## src/rtl/radix8_input_feeder_pkg.sv

```systemverilog
// Shared constants for the radix-8 input feeder: default sizes, slot limits and read-FSM encodings.
package radix8_input_feeder_pkg;
   localparam int DEF_WIDTH      = 16;
   localparam int DEF_NUM_GROUPS = 64;
   localparam int DEF_GRP_W      = 6;
   localparam int RADIX          = 8;
   localparam int NUM_TW         = 7;
   localparam int SLOT_W         = 3;

   localparam logic [SLOT_W-1:0] SLOT_FIRST = 3'd0;
   localparam logic [SLOT_W-1:0] SLOT_LAST  = 3'd7;

   localparam logic [1:0] ST_IDLE  = 2'd0;
   localparam logic [1:0] ST_FETCH = 2'd1;
   localparam logic [1:0] ST_HOLD  = 2'd2;
endpackage

```

## src/rtl/radix8_gather_bank.sv

```systemverilog
// One 8-word gather bank: slot-addressed write port, full flag, and group-index / mode tags.
module radix8_gather_bank
   import radix8_input_feeder_pkg::*;
#(
   parameter int width = DEF_WIDTH,
   parameter int GRP_W = DEF_GRP_W
) (
   input  logic                   i_clk,
   input  logic                   i_rst,
   input  logic                   i_wr_en,
   input  logic [SLOT_W-1:0]      i_slot,
   input  logic [width-1:0]       i_wr_data,
   input  logic                   i_mode,
   input  logic [GRP_W-1:0]       i_grp,
   input  logic                   i_clr,
   output logic                   o_full,
   output logic [RADIX*width-1:0] o_data,
   output logic [GRP_W-1:0]       o_grp,
   output logic                   o_mode
);
   logic [width-1:0] r_mem [RADIX];
   logic             r_full;
   logic [GRP_W-1:0] r_grp;
   logic             r_mode;
   logic             w_first;
   logic             w_last;

   assign w_first = i_wr_en && (i_slot == SLOT_FIRST);
   assign w_last  = i_wr_en && (i_slot == SLOT_LAST);

   // coefficient storage; contents are only meaningful while full
   always_ff @(posedge i_clk) begin
      if (i_wr_en) begin
         r_mem[i_slot] <= i_wr_data;
      end
   end

   // mode is tagged on slot 0, group index and full on slot 7
   always_ff @(posedge i_clk) begin
      if (i_rst) begin
         r_full <= 1'b0;
         r_grp  <= '0;
         r_mode <= 1'b0;
      end else begin
         if (i_clr) begin
            r_full <= 1'b0;
         end else if (w_last) begin
            r_full <= 1'b1;
         end
         if (w_first) begin
            r_mode <= i_mode;
         end
         if (w_last) begin
            r_grp <= i_grp;
         end
      end
   end

   // flatten the bank into the parallel output word
   always_comb begin
      o_data = '0;
      for (int k = 0; k < RADIX; k++) begin
         o_data[k*width +: width] = r_mem[k];
      end
   end

   assign o_full = r_full;
   assign o_grp  = r_grp;
   assign o_mode = r_mode;
endmodule

```

## src/rtl/radix8_input_feeder.sv

```systemverilog
// Radix-8 butterfly input feeder: gathers 8-word groups into ping-pong banks, fetches twiddles, hands off in parallel.
// Optional group counter / stage_done outputs are enabled by defining RADIX8_FEED_CNT_EN.
module radix8_input_feeder
   import radix8_input_feeder_pkg::*;
#(
   parameter int width      = DEF_WIDTH,
   parameter int NUM_GROUPS = DEF_NUM_GROUPS,
   parameter int GRP_W      = DEF_GRP_W
) (
   input  logic                    clk,
   input  logic                    rst,
   input  logic                    in_valid,
   output logic                    in_ready,
   input  logic [width-1:0]        in_data,
   input  logic                    mode,
   output logic [GRP_W-1:0]        tw_addr,
   input  logic [NUM_TW*width-1:0] tw_rdata,
   output logic                    out_valid,
   input  logic                    out_ready,
   output logic [RADIX*width-1:0]  out_data,
   output logic [NUM_TW*width-1:0] out_tw,
   output logic                    out_select
`ifdef RADIX8_FEED_CNT_EN
   ,
   output logic [GRP_W-1:0]        grp_cnt,
   output logic                    stage_done
`endif
);
   logic [SLOT_W-1:0]        r_slot;
   logic                     r_wr_bank;
   logic                     r_rd_bank;
   logic [GRP_W-1:0]         r_wr_grp;
   logic [1:0]               r_state;
   logic                     r_out_valid;
   logic [RADIX*width-1:0]   r_out_data;
   logic [NUM_TW*width-1:0]  r_out_tw;
   logic                     r_out_select;

   logic                     w_in_acc;
   logic                     w_out_hs;
   logic [1:0]               w_wr_en;
   logic [1:0]               w_clr;
   logic [1:0]               w_full;
   logic [RADIX*width-1:0]   w_bank_data [2];
   logic [GRP_W-1:0]         w_bank_grp  [2];
   logic                     w_bank_mode [2];

   assign in_ready = !w_full[r_wr_bank];
   assign w_in_acc = in_valid && in_ready;
   assign w_out_hs = r_out_valid && out_ready;
   // the ROM registers this address, so it must already point at the next bank before FETCH
   assign tw_addr  = w_bank_grp[r_rd_bank];

   // route accepted beats to the write bank and the FETCH clear to the read bank
   always_comb begin
      w_wr_en = 2'b00;
      w_clr   = 2'b00;
      if (w_in_acc) begin
         w_wr_en[r_wr_bank] = 1'b1;
      end else begin
         w_wr_en = 2'b00;
      end
      if (r_state == ST_FETCH) begin
         w_clr[r_rd_bank] = 1'b1;
      end else begin
         w_clr = 2'b00;
      end
   end

   for (genvar b = 0; b < 2; b++) begin : g_bank
      radix8_gather_bank #(
         .width (width),
         .GRP_W (GRP_W)
      ) u_bank (
         .i_clk     (clk),
         .i_rst     (rst),
         .i_wr_en   (w_wr_en[b]),
         .i_slot    (r_slot),
         .i_wr_data (in_data),
         .i_mode    (mode),
         .i_grp     (r_wr_grp),
         .i_clr     (w_clr[b]),
         .o_full    (w_full[b]),
         .o_data    (w_bank_data[b]),
         .o_grp     (w_bank_grp[b]),
         .o_mode    (w_bank_mode[b])
      );
   end

   // write side: slot pointer, bank toggle and wrapping group index
   always_ff @(posedge clk) begin
      if (rst) begin
         r_slot    <= SLOT_FIRST;
         r_wr_bank <= 1'b0;
         r_wr_grp  <= '0;
      end else if (w_in_acc) begin
         r_slot <= r_slot + 3'd1;
         if (r_slot == SLOT_LAST) begin
            r_wr_bank <= ~r_wr_bank;
            if (r_wr_grp == GRP_W'(NUM_GROUPS - 1)) begin
               r_wr_grp <= '0;
            end else begin
               r_wr_grp <= r_wr_grp + GRP_W'(1);
            end
         end
      end
   end

   // read FSM and registered parallel outputs
   always_ff @(posedge clk) begin
      if (rst) begin
         r_state      <= ST_IDLE;
         r_rd_bank    <= 1'b0;
         r_out_valid  <= 1'b0;
         r_out_data   <= '0;
         r_out_tw     <= '0;
         r_out_select <= 1'b0;
      end else begin
         case (r_state)
            ST_IDLE: begin
               if (w_full[r_rd_bank]) begin
                  r_state <= ST_FETCH;
               end
            end
            ST_FETCH: begin
               r_out_data   <= w_bank_data[r_rd_bank];
               r_out_tw     <= tw_rdata;
               r_out_select <= w_bank_mode[r_rd_bank];
               r_out_valid  <= 1'b1;
               r_rd_bank    <= ~r_rd_bank;
               r_state      <= ST_HOLD;
            end
            ST_HOLD: begin
               if (w_out_hs) begin
                  r_out_valid <= 1'b0;
                  r_state     <= w_full[r_rd_bank] ? ST_FETCH : ST_IDLE;
               end
            end
            default: begin
               r_state     <= ST_IDLE;
               r_out_valid <= 1'b0;
            end
         endcase
      end
   end

   assign out_valid  = r_out_valid;
   assign out_data   = r_out_data;
   assign out_tw     = r_out_tw;
   assign out_select = r_out_select;

`ifdef RADIX8_FEED_CNT_EN
   logic [GRP_W-1:0] r_grp_cnt;
   logic             r_stage_done;

   // count handed-off groups; stage_done pulses on the wrap back to zero
   always_ff @(posedge clk) begin
      if (rst) begin
         r_grp_cnt    <= '0;
         r_stage_done <= 1'b0;
      end else if (w_out_hs) begin
         if (r_grp_cnt == GRP_W'(NUM_GROUPS - 1)) begin
            r_grp_cnt    <= '0;
            r_stage_done <= 1'b1;
         end else begin
            r_grp_cnt    <= r_grp_cnt + GRP_W'(1);
            r_stage_done <= 1'b0;
         end
      end else begin
         r_stage_done <= 1'b0;
      end
   end

   assign grp_cnt    = r_grp_cnt;
   assign stage_done = r_stage_done;
`endif
endmodule

```

## config.mk

```make
export PLATFORM = sky130hd
export DESIGN_NAME = radix8_input_feeder
export DESIGN_NICKNAME = d
export VERILOG_FILES = /design/src/rtl/radix8_input_feeder_pkg.sv /design/src/rtl/radix8_gather_bank.sv /design/src/rtl/radix8_input_feeder.sv
export SDC_FILE = /design/constraint.sdc
export NUM_CORES = 1
export LEC_CHECK = 0
export ABC_AREA = 1
export CORE_UTILIZATION = 46
export DETAILED_ROUTE_END_ITERATION = 6
export GPL_ROUTABILITY_DRIVEN = 1
export GPL_TIMING_DRIVEN = 0
export PLACE_DENSITY = 0.76
export RECOVER_POWER = 100
export SYNTH_ARGS = -nofsm -noshare
export SYNTH_HDL_FRONTEND = slang
export SYNTH_HIERARCHICAL = 1
export SYNTH_SLANG_ARGS = --single-unit
```

## constraint.sdc

```tcl
create_clock -name clk -period 2.2 [get_ports clk]
set_input_delay 0.66 -clock clk [delete_from_list [all_inputs] [get_ports clk]]
set_output_delay 0.66 -clock clk [all_outputs]
set_load 0.01 [all_outputs]
```

==> results.toml <==
[run_status]
run_status = "finished with violations"
violations = "setup timing"

[cells_and_area]
area_growth_pct = 34.2
finalInstanceArea_sq_mm = 0.0244
layout_common_cells = "454 x nand2_1, 273 x nor2_1, 266 x dfxtp_1"
layout_commonest_cell = "nand2_1"
drive_above_1_share = 0.0737
nets = 2267
instances_no_fill = 2691
fillerInstances = 3099

[timing]
worst_pin_slew_ns = 1.15
setup_violations = 84
drv_slew = 0
relSlewSlack = 0.231
fin_skew_ns = 0.0177
fin_hold_ws_ns = 0.484
rsz0062_at_grt = "true"
fin_crit_ns = 2.39
fmax_ghz = 0.418
period_share = 1.09
tns_ns = -7.53
hold_viol = 0
setup_ws_ns = -0.193

[die]
coreArea_sq_mm = 0.0388
fp.dieH_microns = 201
io_pins = 382
start_util = 0.468
rows = 72
die-area_sq_mm = 0.0403
die_w_microns = 201

[clock_tree]
clk_latency_ns = 0.60
cts_tree = "built"
ctsHtreeMaxLevel = 2
path_clk_slew_ns = 0.06
numCtsBuffers = 51
cts_sinks = 527
clk_path_buf_depth = 3
ctsRootBufferMaster = "clkbuf_16"

[yosys]
yosys_warnings = 6
ys_seq_area_frac = 0.722
netlist_instances = 1685
synth-seq-cells = 527
synth_ff_type = "dfxtp_1"
ys_async_sr_fraction = 0
synth_area_sq_mm = 0.0182
synth.distinct_cells = 27
synth.net_count = 1821
avgSynthCellArea_sq_um = 10.8
synth_edf_count = 256

[pwr]
powerDensity_mw_per_mm2 = 819
finalPower_w = 0.0200
ir_worst_vdd_uv = 691
p_leak_nw = 8.74

[placement]
dpl_cell_area_sq_mm = 0.0227
place_congestion = 0.929
dp.cells = 2585
portBuffers = 381
dpl.hpwl_microns = 35500

[critical_path]
worst_setup_path_end_kind = "flip-flop"
critPathMaxFanout = 16
start_kind = "input port"
cp.arrival_ns = 2.61
worstSetupPathType = "input port to flip-flop"
worstPathRequired_ns = 2.42

[drt]
vias_per_cell = 5.21
wl_met2_microns = 25600
drt.antenna.violating_nets = 0
totalWireLength_microns = 53400
wl_met3_microns = 4570
drt_iter0_drc = 1213
remaining_drc_errors = 0
top_layer = "met4"
vias = 14000
wl_per_cell_microns = 19.8
wl_met1_microns = 21500
firstDrtPassIters = 7

[job]
maxCapViolCount = 0

[global_routing]
grt_usage = 0.259
grt_overflow = 0
grt_pass1_vias = 13700
grt_pass1_wl_microns = 79200
grt_max_degree = 26
antenna_found_initial = 4

[min_path]
hp-class = "flip-flop to flip-flop"
==> stage by stage <==
stage | worst slack [ns] | util
2_1_floorplan | -0.114 | -
3_3_place_gp | -1.24 | 0.583
3_5_place_dp | -1.27 | 0.583
4_1_cts | -0.144 | 0.632
5_1_grt | -0.285 | 0.628
6_report | -0.193 | 0.628
==> synthesized netlist by cell type, types with 5 or more instances <==
cell | n | share of area
edfxtp_1 | 256 | 0.42
nand3_1 | 10 | 0.0028
inv_2 | 5 | 0.0010
buf_4 | 11 | 0.0045
nand2_1 | 453 | 0.094
nor2_4 | 5 | 0.0031
o21ai_0 | 109 | 0.030
buf_1 | 6 | 0.0012
nor2_1 | 282 | 0.058
clkbuf_1 | 47 | 0.0097
o21ai_1 | 10 | 0.0028
a31oi_1 | 129 | 0.044
a21oi_1 | 13 | 0.0036
buf_2 | 31 | 0.0085
dfxtp_1 | 271 | 0.30
inv_1 | 29 | 0.0060
==> registers in the layout, summed over array words and instances (netlist names) <==
signal and count:
g_bank.u_bank/r_mem 256, out_data 128, out_tw 112, g_bank.u_bank/o_grp 12, r_wr_grp 6, r_slot 3
g_bank.u_bank/o_full 2, g_bank.u_bank/o_mode 2, r_state 2, out_select 1, out_valid 1, r_rd_bank 1
r_wr_bank 1
==> repair_timing <==
| item | CTS | global route |
|---|---|---|
| hold buffers | 0 | 0 |
| setup buffers | 9 | 2 |
| gates resized for setup | 114 | 41 |
| pin swaps | 6 | 3 |
| endpoints found under the setup margin | 293 | 220 |
| cloned | 0 | 1 |
==> logic make-up (layout without fill, tap and decap cells) <==
family	after synthesis	after routing	share of synthesized area
flops	527	527	0.722
simple gates	759	759	0.161
other cells	0	1	0
compound gates	264	264	0.0820
buf+inv	132	619	0.0327
fa+ha+maj	3	3	0.00207
==> critical path: stages <==
cell,delay (ns)
clkdlybuf4s50_1,0.54
nand3_1,0.19
nor2_1,0.29
nand2_4,0.14
nor2_2,0.77
==> per-layer routing <==
metal,global-route usage,up-vias
li1,-,6582
met1,0.341,6708
met2,0.427,628
met3,0.0456,115
met4,0.0987,0
met5,0,-
==> path summary, 6_finish.rpt <==
path                                          start                                      end  slack, ns  cells past startpoint
max reg2reg                 r_state[0]$_SDFFE_PP0P_                out_data[28]$_SDFFE_PP0P_      -0.10                      8
min reg2reg  g_bank[1].u_bank/o_grp[2]$_SDFFE_PP0P_   g_bank[1].u_bank/o_grp[2]$_SDFFE_PP0P_       0.48                      2
min          g_bank[1].u_bank/o_grp[2]$_SDFFE_PP0P_   g_bank[1].u_bank/o_grp[2]$_SDFFE_PP0P_       0.48                      2
max                                        in_valid  g_bank[0].u_bank/r_mem[1][13]$_DFFE_PP_      -0.19                      5
==> power breakdown <==
part           total [W]  switching [W]  internal (W)
Clock            0.00904        0.00373       0.00531
Sequential        0.0104      0.0000225        0.0103
Combinational   0.000563       0.000313      0.000250
Total             0.0200        0.00407        0.0159
==> area by class of cell <==
class | instances | area, sq um | area share
Multi-Input combinational cell | 1026 | 4500 | 0.185
Antenna cell | 1 | 2.50 | 0.000103
Clock inverter | 23 | 320 | 0.0131
Clock buffer | 71 | 1410 | 0.0576
Inverter | 35 | 139 | 0.00570
Tap cell | 518 | 648 | 0.0266
Timing Repair Buffer | 394 | 3790 | 0.155
Sequential cell | 527 | 13100 | 0.538
Buffer | 96 | 455 | 0.0187
(Power assumes the default switching activity.)
